`config.mk`:
```
export PLATFORM = sky130hd
export DESIGN_NAME = clock_period_meter
export DESIGN_NICKNAME = d
export VERILOG_FILES = /design/src/rtl/clock_period_meter.sv
export SDC_FILE = /design/constraint.sdc
export NUM_CORES = 1
export LEC_CHECK = 0
export CORE_AREA = 5 5 119 121
export DETAILED_ROUTE_END_ITERATION = 12
export DIE_AREA = 0 0 124 126
export GPL_TIMING_DRIVEN = 0
export PLACE_DENSITY = 0.78
export SYNTH_ARGS = -nofsm -noshare
export SYNTH_HDL_FRONTEND = slang
export SYNTH_SLANG_ARGS = --single-unit
export TNS_END_PERCENT = 50
```
`constraint.sdc`:
```
create_clock -name clk -period 3.49 [get_ports clk]
set_input_delay 0.698 -clock clk [delete_from_list [all_inputs] [get_ports clk]]
set_output_delay 0.698 -clock clk [all_outputs]
set_load 0.005 [all_outputs]
```
`src/rtl/clock_period_meter.sv`:
```
// Measures period and high time of an asynchronous divided clock in clk cycles.
// Declares lock after LOCK_N consecutive in-tolerance periods. Define
// CLOCK_METER_GLITCH_FILTER_EN to add a FILT_N-sample glitch filter after the synchronizer.
module clock_period_meter #(
    parameter int unsigned CNT_W      = 32,
    parameter int unsigned EXP_PERIOD = 20,
    parameter int unsigned TOL        = 1,
    parameter int unsigned LOCK_N     = 4,
    parameter int unsigned TIMEOUT    = 1024
`ifdef CLOCK_METER_GLITCH_FILTER_EN
    ,
    parameter int unsigned FILT_N     = 3
`endif
) (
    input  logic             clk,
    input  logic             reset_n,
    input  logic             sig_in,
    output logic [CNT_W-1:0] period,
    output logic [CNT_W-1:0] high_time,
    output logic             period_valid,
    output logic             locked,
    output logic             timeout
);

    localparam int unsigned MCNT_W = $clog2(LOCK_N + 1);
    localparam logic [CNT_W-1:0] PER_LO = CNT_W'(EXP_PERIOD - TOL);
    localparam logic [CNT_W-1:0] PER_HI = CNT_W'(EXP_PERIOD + TOL);
    localparam logic [CNT_W-1:0] TMO    = CNT_W'(TIMEOUT);

    typedef enum logic [1:0] {SEARCH, TRACK, LOCKED} state_t;

    logic              sync1_q, sync2_q, s_d_q, s;
    logic              rise, fall, match, tmo;
    logic [CNT_W-1:0]  cnt_q, cnt_d, hcnt_q, hcnt_d, cand;
    logic [CNT_W-1:0]  period_q, period_d, high_time_q, high_time_d;
    logic [MCNT_W-1:0] mcnt_q, mcnt_d, mcnt_inc;
    logic              valid_q, valid_d, locked_q, locked_d, timeout_q, timeout_d;
    state_t            state_q, state_d;

`ifdef CLOCK_METER_GLITCH_FILTER_EN
    localparam int unsigned FW = $clog2(FILT_N + 1);
    logic          filt_q, filt_d;
    logic [FW-1:0] fcnt_q, fcnt_d;

    // The level only follows s_sync once it has disagreed for FILT_N straight samples.
    always_comb begin
        filt_d = filt_q;
        fcnt_d = '0;
        if (sync2_q != filt_q) begin
            if (fcnt_q == FW'(FILT_N - 1)) filt_d = sync2_q;
            else                           fcnt_d = fcnt_q + 1'b1;
        end
    end

    always_ff @(posedge clk or negedge reset_n) begin
        if (!reset_n) begin
            filt_q <= 1'b0;
            fcnt_q <= '0;
        end else begin
            filt_q <= filt_d;
            fcnt_q <= fcnt_d;
        end
    end

    assign s = filt_q;
`else
    assign s = sync2_q;
`endif

    always_comb begin
        // NOTE: every combinational output gets a default first so no path can infer a latch.
        rise     = s & ~s_d_q;
        fall     = ~s & s_d_q;
        cand     = cnt_q + 1'b1;
        match    = (cand >= PER_LO) && (cand <= PER_HI);
        mcnt_inc = mcnt_q + 1'b1;
        cnt_d    = rise ? '0 : ((cnt_q < TMO) ? cnt_q + 1'b1 : cnt_q);
        hcnt_d   = rise ? '0 : ((s && hcnt_q != '1) ? hcnt_q + 1'b1 : hcnt_q);
        // Timeout fires on the edge where cnt reaches TIMEOUT; a coincident rise wins.
        tmo      = (state_q != SEARCH) && !rise && (cnt_d == TMO);

        state_d = state_q;
        mcnt_d  = mcnt_q;
        case (state_q)
            SEARCH: if (rise) begin
                state_d = TRACK;
                mcnt_d  = '0;
            end
            TRACK: if (rise) begin
                if (!match) begin
                    mcnt_d = '0;
                end else if (mcnt_inc == MCNT_W'(LOCK_N)) begin
                    state_d = LOCKED;
                    mcnt_d  = '0;
                end else begin
                    mcnt_d = mcnt_inc;
                end
            end else if (tmo) begin
                state_d = SEARCH;
                mcnt_d  = '0;
            end
            LOCKED: if (rise) begin
                if (!match) begin
                    state_d = TRACK;
                    mcnt_d  = '0;
                end
            end else if (tmo) begin
                state_d = SEARCH;
                mcnt_d  = '0;
            end
            default: begin
                state_d = SEARCH;
                mcnt_d  = '0;
            end
        endcase

        // The first rise out of SEARCH only starts the counter.
        valid_d     = rise && (state_q != SEARCH);
        period_d    = valid_d ? cand : period_q;
        high_time_d = fall ? hcnt_q + 1'b1 : high_time_q;
        locked_d    = (state_d == LOCKED);
        timeout_d   = tmo;
    end

    always_ff @(posedge clk or negedge reset_n) begin
        if (!reset_n) begin
            sync1_q     <= 1'b0;
            sync2_q     <= 1'b0;
            s_d_q       <= 1'b0;
            cnt_q       <= '0;
            hcnt_q      <= '0;
            mcnt_q      <= '0;
            state_q     <= SEARCH;
            period_q    <= '0;
            high_time_q <= '0;
            valid_q     <= 1'b0;
            locked_q    <= 1'b0;
            timeout_q   <= 1'b0;
        end else begin
            // NOTE: state is updated with non-blocking assignments so all flops sample pre-edge values.
            sync1_q     <= sig_in;
            sync2_q     <= sync1_q;
            s_d_q       <= s;
            cnt_q       <= cnt_d;
            hcnt_q      <= hcnt_d;
            mcnt_q      <= mcnt_d;
            state_q     <= state_d;
            period_q    <= period_d;
            high_time_q <= high_time_d;
            valid_q     <= valid_d;
            locked_q    <= locked_d;
            timeout_q   <= timeout_d;
        end
    end

    assign period       = period_q;
    assign high_time    = high_time_q;
    assign period_valid = valid_q;
    assign locked       = locked_q;
    assign timeout      = timeout_q;

endmodule

```
Yosys cells after proc, flatten, opt, wreduce, memory -nomap -nowiden
Index checks and enable logic that the tools add are counted.
- output and inout bits: 67
- register bits: 139
- input bits: 3
- magnitude comparators: 3
- bitwise logic cells: 4
- $add $sub $neg: 3
- eq/ne operators: 8
- mux-type cells: 20
- reductions and logical operators: 10
- operator list (cell ; number):
    32-bit 2-to-1 mux ; 4
    32-bit by 1-bit adder with 32-bit output (second input constant) ; 2
    32-bit by 11-bit equality test with 1-bit output (second input constant) ; 1
    32-bit by 5-bit >= comparator with 1-bit output (second input constant) ; 1
    32-bit by 5-bit less-or-equal comparator with 1-bit output (second input constant) ; 1
    32-bit by 11-bit < comparator with 1-bit output (second input constant) ; 1
    32-bit != test (second input constant) ; 1
    3-bit 2-to-1 mux ; 7
    2-bit 2-to-1 mux ; 7
    3-bit one-hot mux with 3 select lines ; 1
    2-bit one-hot mux with 3 select lines ; 1
    1-bit logical AND ; 5
    2-bit equality test (second input constant) ; 2
    2-bit nonzero test ; 2
    3-bit by 1-bit adder with 3-bit output (second input constant) ; 1
    3-bit equality test (second input constant) ; 1
    3-bit != test (second input constant) ; 1
    1-bit AND ; 2
    2-bit by 1-bit equality test with 1-bit output (second input constant) ; 1
    2-bit zero test ; 1
    2-bit != test (second input constant) ; 1
    1-bit NOT ; 2
    2-bit AND reduction ; 1
    1-bit zero test ; 1

Depth between registers and ports, before layout
- depth in word-level cells: 9
- gate-level depth with buffers: 11

Least setup slack after synthesis
OpenSTA, ideal clock, no wires.
- kind: register to register
- from: register cnt_q[1]
- to: register mcnt_q[0]
- library setup time: 66 ps
- cell stages (with the launch flop): 10
- slack: 707 ps
- data arrival time: 2717 ps
- buffers on the path: 0
- period minus slack after synthesis: 2783 ps
- cell sequence: dfrtp_1 ha_1 nand3_1 nor4_4 a31oi_1 nor4_2 o2111ai_1 or4_1 a22oi_2 a22o_1
- cells in the longest elaborated chain, start to end: 8
- elaborated cells between the ends (all ways): 16
- classes of those cells: 1 x add/sub; 3 x order compare; 2 x eq/ne; 7 x mux; 3 x reduce/logical
- ends and longest elaborated chain (what ; line ; RTL):
    from (decl) ; 34 ; logic [CNT_W-1:0] cnt_q, cnt_d, hcnt_q, hcnt_d, cand;
    from (signal assigned) ; 144 ; cnt_q <= cnt_d;
    parallel branches: the longest is 8 deep, another holds 32-bit by 1-bit adder with 32-bit output ; -- ;
    to (signal assigned) ; 146 ; mcnt_q <= mcnt_d;
    to (decl) ; 36 ; logic [MCNT_W-1:0] mcnt_q, mcnt_d, mcnt_inc;
Parallel ways; which one is timed is not known.
A chain may end at the register's enable or synchronous reset.

Worst setup path after layout
- from: register cnt_q[21]
- to: register mcnt_q[2]
Same word-level chain as after synthesis.

==> metrics <==
commonest non-fill, non-tap cell in the layout=dfrtp_1; post-DR wirelength/cell=~17 um; Final Hold Viols=0; Buf/Inv on CP=2; clk root buf=clkbuf_16; Diodes inserted=0; post-route ant nets=0; crit-path leading delay family=simple AND/OR/NAND/NOR gates; DP Cell Count=1035; effective utilization at floorplan=between 50 and 60%; compound-gate portion of the synthesized area=between 15 and 20%; XOR/XNOR share of the synthesized area=under 10%; Avg Cell Area, Syn=between 9 and 10 um^2; final RePlAce weighted congestion=0.910; grt ovf=0; Routed WL=between 15000 and 20000 um; Die Wd=between 100 and 150 um; status=finished clean; post-synthesis cell type count=64; startpoint types=register; Placeable Area=0.0130 mm^2; Post-Synth Adder-Cell Area=1.87%; Worst-path clk slew=60 ps; gr usage total=~25%; via count=6249; P per Cell Area=535 mW/mm^2; clock latency at the later pin of the worst-skew pair=420 ps; Worst path slowest cell=nor4_2; sequential share of the synthesized area=47.3%; drt drc=0; prevailing post-synth register cell=dfrtp_1; Die H=126 um; initial DRC count=516; final worst path period need=3230 ps; H-tree depth=4; CP Capture Type=register; yosys synthesis warning count=0; WS Path Type=register to register; TritonCTS Buffers=17; Fin Hold WS=around 270 ps; DR pass1 iterations=5; I/O Buffers=69; Mapped Nets=803; cell area after synthesis=around 0.0074 mm^2; Worst Hold Class=input port to async pin; DIE AREA=between 0.015 and 0.02 mm^2; CTS tree=built; RSZ-0062 raised after global routing=false; Finished Cell Area=approximately 0.0090 mm^2; WP data required=3800 ps; placed inst area=0.00829 mm^2; # nets final=895; largest family of logic cells by synthesized area=simple AND/OR/NAND/NOR gates; Synth async-reset ratio=100%; Worst Max-Slew Pin Slew=728 ps; Tot Pwr=4.79 mW; DP HPWL=13000 um; arrival time at the worst endpoint=about 3500 ps; largest net degree at the start of global routing=71; LEAKAGE=3.77 nW; CTS sink count=139; initial antenna violation count=0; Rel. slew slack=51.5%; I/O pin total=70; Max Freq=a little over 300 MHz; pins over their slew limit=0; share of cells above drive strength 1=9.51%; Final setup viols=0; CP Max Fanout=10; number of synthesized flops with an enable pin=0; vias in the first global route=6517; clock buffer depth=2; mux contribution to synthesized area=1.58%; Final Cycle Share=92.5%; most frequent cells in the layout=dfrtp_1, nor2_1, nand2_1, o21ai_0, clkdlybuf4s50_1; synthesis-to-layout area growth=21.8%; Gate Count Post-Synth=789; Synth Area in Simple Gates=between 20% and 30%; Synth Register Bits=139; first-pass GRT wire length=31100 um; hold-fix buffers at CTS=0; Worst Skew=8.06 ps; Max stage delay on crit path=roughly 420 ps; Site Rows=42; vias per inst=5.84; critical path cell sequence=clkbuf_1 -> nor4_2 -> nand3b_1 -> or2_1 -> buf_2 -> o31ai_1 -> nand4_1 -> o221ai_1 -> a22oi_2 -> a22o_1; Max Cap Viol=0; non-filler cells, final=approximately 1100; VDD IR max=0.000306 V
synth_stat cells, types with 15 or more instances:
master    instances  area, um^2
dfrtp_1         139        3480
nor2_1           78         293
nand2_1          72         270
o21ai_0          70         350
clkbuf_1         37         139
xnor2_1          37         324
a21oi_1          36         180
xor2_1           31         272
nand3_1          29         145
o31ai_1          25         188
nor2b_1          22         138
nand4_1          19         119
inv_1            17        63.8
and3_1           16         100
buf_2            15        75.1
repair_timing:
item                       4_1_cts  5_1_grt
gates resized for setup          0        6
buffers inserted                 0        3
setup endpoints to repair        0       17
per-layer routing:
layer	share of wire, %	global-route usage [%]
met5	0	0
met4	2.3	9.09
met3	4.8	5.65
met2	52	43.0
met1	41	29.9
cells by family after synthesis:
| family | after synthesis |
|---|---|
| simple gates | 303 |
| flops | 139 |
| buf+inv | 75 |
| fa+ha+maj | 11 |
| xor+xnor | 68 |
| compound gates | 182 |
| mux | 11 |
registers in the layout (all words and copies together) (netlist names):
| name | cells |
|---|---|
| period_valid | 1 |
| high_time | 32 |
| mcnt_q | 3 |
| locked | 1 |
| period | 32 |
| s_d_q | 1 |
| state_q | 2 |
| hcnt_q | 32 |
| sync1_q | 1 |
| timeout | 1 |
| s | 1 |
| cnt_q | 32 |
final cells by class:
type,instances,area [um^2]
flip-flops and latches,139,3480
well taps,176,220
plain buffers,58,253
repair buffers,73,742
inverters,17,63.8
multi-input cells,575,3590
clock buffers,22,494
clock inverters,10,114
fillers,1029,4030
metrics by stage:
step           worst slack, ps  utilization, %  setup TNS, ps
2_1_floorplan              707               -              0
3_3_place_gp             -3640            63.7        -504560
3_5_place_dp              78.5            63.9              0
4_1_cts                   23.7            68.6              0
5_1_grt                   20.6            69.0              0
6_report                   261            69.0              0
power by group:
part           internal [mW]  switching, mW  total [mW]
Sequential              1.82          0.134        1.96
Clock                   1.14          0.685        1.83
Combinational          0.544          0.464        1.01
Total                   3.51           1.28        4.79
final timing paths:
kind	startpoint	end	slack (ps)	depth (start not counted)
max	cnt_q[21]$_DFF_PN0_	mcnt_q[2]$_DFFE_PN0P_	260	10
min	reset_n	period[14]$_DFFE_PN0P_	270	1
min in group clk	sync1_q$_DFF_PN0_	s$_DFF_PN0_	400	0
max in group asynchronous	reset_n	high_time[9]$_DFFE_PN0P_	2460	2
max reg2reg	cnt_q[21]$_DFF_PN0_	mcnt_q[2]$_DFFE_PN0P_	260	10
min reg2reg	sync1_q$_DFF_PN0_	s$_DFF_PN0_	400	0
(Power assumes the default switching activity.)
